<file path="src/rtl/updi_uart_rx_if.sv">
// Receive-side result bus of the UPDI UART receiver.
// valid is a one-cycle pulse with no backpressure: data/parity_err/frame_err are meaningful only while valid=1.
interface updi_uart_rx_if;
    logic [7:0] data;
    logic       valid;
    logic       parity_err;
    logic       frame_err;
    logic       break_det;
    logic       busy;
    logic [2:0] state_dbg;

    modport master (
        output data, valid, parity_err, frame_err, break_det, busy, state_dbg
    );
    modport slave (
        input data, valid, parity_err, frame_err, break_det, busy, state_dbg
    );
endinterface

</file>
<file path="src/rtl/updi_uart_rx.sv">
// UPDI UART receiver: start, 8 data LSB first, even parity, 2 stops; detects BREAK.
// Results are committed one cycle after the stop2 sample.
module updi_uart_rx #(
    parameter int unsigned DIV = 16
) (
    input  logic           clk,
    input  logic           rst,
    input  logic           rx,
    updi_uart_rx_if.master bus
);
    localparam int unsigned   CW      = $clog2(DIV);
    localparam logic [CW-1:0] HALF_M1 = CW'(DIV / 2 - 1);
    localparam logic [CW-1:0] RELOAD  = CW'(DIV - 1);

    typedef enum logic [2:0] {
        WAIT_HIGH, IDLE, START, DATA, PARITY, STOP1, STOP2
    } state_t;

    state_t        state_q, state_d;
    logic          sync1_q, sync1_d, rx_s_q, rx_s_d;
    logic [CW-1:0] cnt_q, cnt_d;
    logic [2:0]    bit_q, bit_d;
    logic [7:0]    shift_q, shift_d;
    logic          par_q, par_d, stop1_q, stop1_d, zero_q, zero_d;
    logic          fin_q, fin_d, brk_pend_q, brk_pend_d;
    logic          pe_pend_q, pe_pend_d, fe_pend_q, fe_pend_d;
    logic [7:0]    data_q, data_d;
    logic          valid_q, valid_d, pe_q, pe_d, fe_q, fe_d, brk_q, brk_d;
    logic          tick;

    assign tick = (cnt_q == '0);

    always_comb begin
        state_d    = state_q;
        sync1_d    = rx;
        rx_s_d     = sync1_q;
        cnt_d      = cnt_q;
        bit_d      = bit_q;
        shift_d    = shift_q;
        par_d      = par_q;
        stop1_d    = stop1_q;
        zero_d     = zero_q;
        fin_d      = 1'b0;
        brk_pend_d = brk_pend_q;
        pe_pend_d  = pe_pend_q;
        fe_pend_d  = fe_pend_q;
        data_d     = data_q;
        valid_d    = 1'b0;
        pe_d       = 1'b0;
        fe_d       = 1'b0;
        brk_d      = 1'b0;

        // Commit cycle: shift_q is still untouched because a new frame cannot reach DATA yet.
        if (fin_q) begin
            if (brk_pend_q) begin
                brk_d = 1'b1;
            end else begin
                valid_d = 1'b1;
                data_d  = shift_q;
                pe_d    = pe_pend_q;
                fe_d    = fe_pend_q;
            end
        end

        if (state_q != WAIT_HIGH && state_q != IDLE && !tick) begin
            cnt_d = cnt_q - 1'b1;
        end

        case (state_q)
            WAIT_HIGH: if (rx_s_q) state_d = IDLE;
            IDLE: begin
                if (!rx_s_q) begin
                    state_d = START;
                    cnt_d   = HALF_M1;
                end
            end
            START: begin
                if (tick) begin
                    if (rx_s_q) begin
                        state_d = IDLE;
                    end else begin
                        state_d = DATA;
                        cnt_d   = RELOAD;
                        bit_d   = 3'd0;
                        zero_d  = 1'b1;
                    end
                end
            end
            DATA: begin
                if (tick) begin
                    shift_d = {rx_s_q, shift_q[7:1]};
                    zero_d  = zero_q & ~rx_s_q;
                    cnt_d   = RELOAD;
                    bit_d   = bit_q + 3'd1;
                    if (bit_q == 3'd7) state_d = PARITY;
                end
            end
            PARITY: begin
                if (tick) begin
                    par_d   = rx_s_q;
                    zero_d  = zero_q & ~rx_s_q;
                    cnt_d   = RELOAD;
                    state_d = STOP1;
                end
            end
            STOP1: begin
                if (tick) begin
                    stop1_d = rx_s_q;
                    zero_d  = zero_q & ~rx_s_q;
                    cnt_d   = RELOAD;
                    state_d = STOP2;
                end
            end
            STOP2: begin
                if (tick) begin
                    state_d    = WAIT_HIGH;
                    cnt_d      = '0;
                    fin_d      = 1'b1;
                    brk_pend_d = zero_q & ~rx_s_q;
                    pe_pend_d  = par_q ^ (^shift_q);
                    fe_pend_d  = ~stop1_q | ~rx_s_q;
                end
            end
            default: state_d = WAIT_HIGH;
        endcase
    end

    always_ff @(posedge clk) begin
        if (rst) begin
            state_q    <= WAIT_HIGH;
            sync1_q    <= 1'b1;
            rx_s_q     <= 1'b1;
            cnt_q      <= '0;
            bit_q      <= 3'd0;
            shift_q    <= 8'h00;
            par_q      <= 1'b0;
            stop1_q    <= 1'b0;
            zero_q     <= 1'b0;
            fin_q      <= 1'b0;
            brk_pend_q <= 1'b0;
            pe_pend_q  <= 1'b0;
            fe_pend_q  <= 1'b0;
            data_q     <= 8'h00;
            valid_q    <= 1'b0;
            pe_q       <= 1'b0;
            fe_q       <= 1'b0;
            brk_q      <= 1'b0;
        end else begin
            state_q    <= state_d;
            sync1_q    <= sync1_d;
            rx_s_q     <= rx_s_d;
            cnt_q      <= cnt_d;
            bit_q      <= bit_d;
            shift_q    <= shift_d;
            par_q      <= par_d;
            stop1_q    <= stop1_d;
            zero_q     <= zero_d;
            fin_q      <= fin_d;
            brk_pend_q <= brk_pend_d;
            pe_pend_q  <= pe_pend_d;
            fe_pend_q  <= fe_pend_d;
            data_q     <= data_d;
            valid_q    <= valid_d;
            pe_q       <= pe_d;
            fe_q       <= fe_d;
            brk_q      <= brk_d;
        end
    end

    assign bus.data       = data_q;
    assign bus.valid      = valid_q;
    assign bus.parity_err = pe_q;
    assign bus.frame_err  = fe_q;
    assign bus.break_det  = brk_q;
    assign bus.busy       = (state_q != IDLE);
    assign bus.state_dbg  = state_q;
endmodule

</file>
<file path="src/flat_wrapper.sv">
// flat-port wrapper written by rule: the top's interface ports become plain ports
module updi_uart_rx_flat 
#(
    parameter int unsigned DIV = 16
)
  (clk, rst, rx, bus_data, bus_valid, bus_parity_err, bus_frame_err, bus_break_det, bus_busy, bus_state_dbg);
  updi_uart_rx_if bus_i ();
  input  logic clk;
  input  logic rst;
  input  logic rx;
  output wire logic [$bits(bus_i.data)-1:0] bus_data;
  output wire logic [$bits(bus_i.valid)-1:0] bus_valid;
  output wire logic [$bits(bus_i.parity_err)-1:0] bus_parity_err;
  output wire logic [$bits(bus_i.frame_err)-1:0] bus_frame_err;
  output wire logic [$bits(bus_i.break_det)-1:0] bus_break_det;
  output wire logic [$bits(bus_i.busy)-1:0] bus_busy;
  output wire logic [$bits(bus_i.state_dbg)-1:0] bus_state_dbg;
  assign bus_data = bus_i.data;
  assign bus_valid = bus_i.valid;
  assign bus_parity_err = bus_i.parity_err;
  assign bus_frame_err = bus_i.frame_err;
  assign bus_break_det = bus_i.break_det;
  assign bus_busy = bus_i.busy;
  assign bus_state_dbg = bus_i.state_dbg;
  updi_uart_rx #(.DIV(DIV)) u_core (.clk(clk), .rst(rst), .rx(rx), .bus(bus_i));
endmodule
</file>
<file path="config.mk">
export PLATFORM = sky130hd
export DESIGN_NAME = updi_uart_rx_flat
export DESIGN_NICKNAME = d
export VERILOG_FILES = /design/src/rtl/updi_uart_rx_if.sv /design/src/rtl/updi_uart_rx.sv /design/src/flat_wrapper.sv
export SDC_FILE = /design/constraint.sdc
export NUM_CORES = 1
export LEC_CHECK = 0
export CORE_ASPECT_RATIO = 1.5
export CORE_MARGIN = 1
export CORE_UTILIZATION = 40
export DETAILED_ROUTE_END_ITERATION = 7
export MAX_ROUTING_LAYER = met4
export PLACE_DENSITY = 0.62
export SYNTH_ARGS = -nofsm -noshare
export SYNTH_HDL_FRONTEND = slang
export SYNTH_SLANG_ARGS = --single-unit
</file>
<file path="constraint.sdc">
create_clock -name clk -period 3.3 [get_ports clk]
set_input_delay 0.66 -clock clk [delete_from_list [all_inputs] [get_ports clk]]
set_output_delay 0.66 -clock clk [all_outputs]
set_load 0.01 [all_outputs]
</file>
==> impl_metrics.py, run 1 <==
metrics = {
    "run_status": {
        "run_status": "complete, no violations",
    },
    "synth": {
        "avgSynthCellArea_um2": 8.78,
        "yosys.area.top_type": "dfxtp_1",
        "synth_edf_count": 0,
        "async_reset_ff_frac": 0,
        "synth.area.top_cells": "dfxtp_1 45%, mux2i_1 6.3%, a21oi_1 5.2%, nand2_1 5.2%, nor2_1 4.3%",
        "syn_nets": 204,
        "yosys-top-cells-count": "39 x dfxtp_1, 24 x nand2_1, 20 x nor2_1",
        "postSynthCellCount": 198,
        "synth_top_area_frac": 0.449,
        "ys_ff_latch": 39,
        "ys_types": 39,
        "ys.warnings.count": 0,
        "syn_area_um2": 1740,
        "synth-seq-area-share": 0.449,
        "synth_flop_cell": "dfxtp_1",
        "synth.most_common_cell": "dfxtp_1",
    },
    "die": {
        "die-area_um2": 4620,
        "initial_core_util": 0.413,
        "fp.dieH_um": 82.7,
        "core_um2": 4210,
        "row_count": 29,
        "io-pin-count": 19,
        "die_w_um": 55.8,
    },
    "worst_setup_path": {
        "crit_chain": "nor2_1, nand2_1, clkdlybuf4s50_1",
        "crit_path_end_kind": "output pin",
        "cp_max_fo": 20,
        "cp_slowest_cell": "dfxtp_1",
        "critical-path-top-delay-family": "flip-flops",
        "slowest_delay_ns": 0.69,
        "critical_path_required_ns": 2.64,
        "worst-path-buf-inv": 1,
        "arrival_ns": 1.88,
        "start_kind": "flip-flop",
        "crit_type": "reg -> out",
    },
    "timing": {
        "grt_setup_unrepaired": "no",
        "period_minus_slack_ns": 2.54,
        "slew_viol_final": 0,
        "finalHoldViolCount": 0,
        "clock_skew_ns": 0.00394,
        "worst_pin_slew_ns": 0.672,
        "max_freq_mhz": 394,
        "post-route-period-util": 0.768,
        "slew_headroom": 0.551,
        "setup_violations": 0,
        "setup-tns-final_ns": 0,
    },
    "detailed_routing": {
        "vias_per_cell": 5.46,
        "drc": 0,
        "wl_per_cell_um": 13.2,
        "drt_pass1_iterations": 4,
        "drt_iter0_drc": 67,
        "wl_um": 3420,
        "final_antenna_net_count": 0,
        "num_vias": 1420,
    },
    "pwr": {
        "seq_power_share": 0.398,
        "power_frac_comb": 0.273,
        "leakagePower_nw": 0.758,
        "p_clk_frac": 0.329,
        "switching_share": 0.310,
        "power.internal_w": 0.000991,
        "vdd_drop_max_mv": 0.628,
        "p_switching_w": 0.000445,
        "p_total_w": 0.00144,
        "pwr_density_cell_nw_per_um2": 693,
    },
    "clock_network": {
        "clockBufferDepth": 2,
        "cts_tree": "done",
        "htreeDepth": 2,
        "cts_sinks": 39,
        "cts-resized-gates": 0,
        "cts_root_buffer": "clkbuf_8",
        "clk_pin_slew_worst_paths_ns": 0.08,
        "cts_made_buffers": 5,
        "hold_buffers": 0,
        "clk_latency_ns": 0.29,
        "cts_setup_buffers": 0,
    },
    "final_layout": {
        "fin_nets": 219,
        "diodes": 0,
        "drive_gt1_frac": 0.0748,
        "syn_to_final_growth_pct": 19.2,
        "fill_cells": 438,
        "utilization": 0.492,
        "multi_input_comb_area_um2": 887,
        "regArea_um2": 781,
    },
    "min_path": {
        "hold_path_class": "reg -> reg",
    },
    "global_routing": {
        "antenna_found_initial": 0,
        "grt_max_degree": 30,
        "grt_overflow_total": 0,
        "grt_usage": 0.165,
        "grt_pass1_vias": 1237,
        "grt_first_pass_wirelength_um": 5750,
    },
    "place": {
        "dp_hpwl_um": 2360,
        "io_buffers": 18,
        "finalWeightedCongestion": 0.781,
    },
    "run": {
        "drv_cap": 0,
    },
}
==> final timing paths <==
check	start	end	slack (ns)	cells past startpoint
setup reg to reg	u_core.cnt_q[0]	u_core.shift_q[1]	1.22	6
hold reg to reg	u_core.rx_s_d	u_core.rx_s_q	0.42	1
hold / removal	u_core.rx_s_d	u_core.rx_s_q	0.42	1
setup / recovery	u_core.bus.state_dbg[1]	bus_busy	0.76	3
==> layer usage <==
| metal | global-route usage | share of wire | vias to the layer above |
|---|---|---|---|
| met3 | 0.0327 | 0.022 | 5 |
| met2 | 0.298 | 0.53 | 20 |
| met4 | 0.0732 | 0.020 | 0 |
| met5 | - | 0 | - |
| li1 | - | - | 717 |
| met1 | 0.178 | 0.43 | 678 |
==> layout make-up <==
type,count,area share
clock buffer,6,0.0350
clock inverter,2,0.0290
inverter,5,0.00906
multi-input combinational,142,0.428
sequential,39,0.377
tap,46,0.0278
timing repair buffer,20,0.0942
==> power by group through the flow <==
stage               Combinational [W]  Clock (W)  Sequential (W)
floorplan                    0.000308          0        0.000557
global placement             0.000388          0        0.000581
detailed placement           0.000394          0        0.000583
CTS                          0.000395   0.000479        0.000572
global route                 0.000442   0.000502        0.000582
finish                       0.000392   0.000472        0.000571
==> state kept, by name, indices dropped and copies added (netlist names) <==
signal and cells:
u_core.bit_q 3, u_core.brk_pend_q 1, u_core.bus.break_det 1, u_core.bus.data 8, u_core.bus.frame_err 1, u_core.bus.parity_err 1, u_core.bus.state_dbg 3, u_core.bus.valid 1
u_core.cnt_q 4, u_core.fe_pend_q 1, u_core.fin_q 1, u_core.par_q 1, u_core.pe_pend_q 1, u_core.rx_s_d 1, u_core.rx_s_q 1, u_core.shift_q 8
u_core.stop1_q 1, u_core.zero_q 1
==> cell families after synthesis <==
family / after synthesis / synth area share
and+or+nand+nor: 79 / 0.231
AOI/OAI and AO/OA: 39 / 0.133
DFF: 39 / 0.449
buffers and inverters: 17 / 0.0403
muxes: 13 / 0.0763
xor gates and xnor gates: 8 / 0.0482
adders and majority gates: 3 / 0.0216
==> metrics by stage <==
step | setup slack (ns) | instance area [µm²] | hold WS [ns] | std cells
global placement | 1.13 | 1940 | 0.395 | 252
detailed placement | 1.10 | 1940 | 0.396 | 252
floorplan | 1.69 | 1740 | 0.389 | 198
finish | 0.764 | 2070 | 0.415 | 260
global route | 0.613 | 2070 | 0.442 | 260
CTS | 0.777 | 2070 | 0.414 | 260
==> cells in the final DEF (no fill, tap or decap), types with 3 or more instances in the layout <==
master / netlist / layout
xnor2_1: 4 / 4
o211ai_1: 3 / 3
nor2b_1: 3 / 3
nor2_1: 20 / 20
nand2b_1: 4 / 4
clkdlybuf4s50_1: 0 / 18
nand3_1: 5 / 5
and3_1: 5 / 5
nand2_1: 24 / 24
a21oi_1: 18 / 18
o21ai_0: 8 / 8
mux2i_1: 11 / 11
clkbuf_8: 0 / 5
nor3_1: 3 / 3
inv_1: 5 / 5
dfxtp_1: 39 / 39
ha_1: 3 / 3
a221oi_1: 3 / 3
xor2_1: 3 / 3
No activity file was read; power rests on OpenSTA's default activity.
==> run 2, diff against run 1 <==
Settings changed: PLACE_DENSITY 0.62 to 0.64.
Clock period 3.3 ns to 2.24 ns, I/O delays scaled along.
==> run 2 against run 1 <==
First-iteration DRC count is 54% lower. Clock skew increased by 0.00082 ns. Sequential share of layout area is 0.41 points lower. Count of clock-buffer cells in the layout unchanged. Via count is 0.35% higher. Sequential cell count stayed put. Wire length increased by 2.1%. Worst setup slack got worse by 0.54 ns. Largest cell class unchanged. Largest power group unchanged.
==> impl_metrics.py, run 2 (synthesis gave the netlist of run 1 again) <==
metrics = {
    "run_status": {
        "run_status": "complete, no violations",
    },
    "final_layout": {
        "final_cell_mix": "39 x dfxtp_1, 24 x nand2_1, 20 x nor2_1",
        "utilization": 0.498,
        "fill_cells": 402,
        "drive_gt1_frac": 0.100,
        "fin_nets": 224,
        "final_common_cell": "dfxtp_1",
        "diodes": 0,
        "syn_to_final_growth_pct": 20.5,
    },
    "clock_network": {
        "cts_setup_buffers": 0,
        "clockBufferDepth": 2,
        "cts_tree": "done",
        "cts_root_buffer": "clkbuf_8",
        "cts-resized-gates": 0,
        "cts_made_buffers": 5,
        "clk_pin_slew_worst_paths_ns": 0.07,
        "hold_buffers": 0,
        "cts_sinks": 39,
        "htreeDepth": 2,
        "clk_latency_ns": 0.29,
    },
    "timing": {
        "grt_setup_unrepaired": "no",
        "clock_skew_ns": 0.00476,
        "setup-tns-final_ns": 0,
        "period_minus_slack_ns": 2.01,
        "worst_pin_slew_ns": 0.686,
        "slew_headroom": 0.542,
        "finalHoldViolCount": 0,
        "slew_viol_final": 0,
        "max_freq_mhz": 497,
        "setup_violations": 0,
        "post-route-period-util": 0.898,
    },
    "detailed_routing": {
        "vias_per_cell": 5.38,
        "wl_um": 3500,
        "num_vias": 1425,
        "final_antenna_net_count": 0,
        "drc": 0,
        "drt_pass1_iterations": 4,
        "drt_iter0_drc": 31,
        "wl_per_cell_um": 13.2,
    },
    "die": {
        "fp.dieH_um": 82.7,
        "die_w_um": 55.8,
        "die-area_um2": 4620,
        "row_count": 29,
        "io-pin-count": 19,
        "core_um2": 4210,
        "initial_core_util": 0.413,
    },
    "global_routing": {
        "grt_pass1_vias": 1227,
        "grt_usage": 0.167,
        "antenna_found_initial": 0,
        "grt_overflow_total": 0,
        "grt_first_pass_wirelength_um": 5730,
        "grt_max_degree": 30,
    },
    "worst_setup_path": {
        "start_kind": "flip-flop",
        "crit_type": "reg -> out",
        "crit_path_end_kind": "output pin",
        "cp_max_fo": 13,
        "critical_path_required_ns": 1.79,
        "arrival_ns": 1.56,
    },
    "place": {
        "io_buffers": 18,
        "dp_hpwl_um": 2510,
        "finalWeightedCongestion": 0.800,
    },
    "pwr": {
        "leakagePower_nw": 0.779,
        "pwr_density_cell_nw_per_um2": 972,
        "vdd_drop_max_mv": 0.690,
    },
    "run": {
        "drv_cap": 0,
    },
    "min_path": {
        "hold_path_class": "reg -> reg",
    },
}
run 2: where the power goes:
group | leakage [nW] | switching (W) | total, W | internal [W]
Combinational | 0.402 | 0.000330 | 0.000611 | 0.000282
Clock | 0.0612 | 0.000238 | 0.000598 | 0.000360
Sequential | 0.316 | 0.0000781 | 0.000827 | 0.000749
run 2: worst paths after layout:
path / startpoint / end / slack (ns) / cells after the start
max reg2reg: u_core.cnt_q[0] / u_core.pe_pend_q / 0.42 / 6
min reg2reg: u_core.rx_s_d / u_core.rx_s_q / 0.42 / 1
max: u_core.bus.state_dbg[1] / bus_busy / 0.23 / 3
min: u_core.rx_s_d / u_core.rx_s_q / 0.42 / 1
run 2: worst max-delay path, cell delays in order, from the launching register on:
cell and delay, ns:
dfxtp_1 0.54, nor2_1 0.11, nand2_1 0.09, clkdlybuf4s50_1 0.53
run 2: final cells by class:
class | count | area, µm² | area share
multi-input combinational | 142 | 887 | 0.424
sequential | 39 | 781 | 0.373
timing repair buffer | 25 | 233 | 0.111
clock buffer | 6 | 82.6 | 0.0394
tap | 46 | 57.6 | 0.0275
clock inverter | 2 | 35.0 | 0.0167
inverter | 5 | 18.8 | 0.00896
run 2: metal layers:
metal  track usage  up-vias  routed length [µm]
li1              -      725                   -
met1         0.176      670                1470
met2         0.298       25                1880
met3        0.0327        5                  97
met4        0.0902        0                  46
met5             -        -                   0
run 2: metrics by stage:
stage	total power, W	cell area (µm²)	hold WS (ns)	std cells	setup WS [ns]
detailed placement	0.00145	1980	0.397	257	0.424
global placement	0.00144	1980	0.394	257	0.493
CTS	0.00206	2090	0.419	265	0.217
finish	0.00204	2090	0.417	265	0.229
global route	0.00216	2090	0.427	265	0.121
floorplan	0.00127	1740	0.389	198	0.626
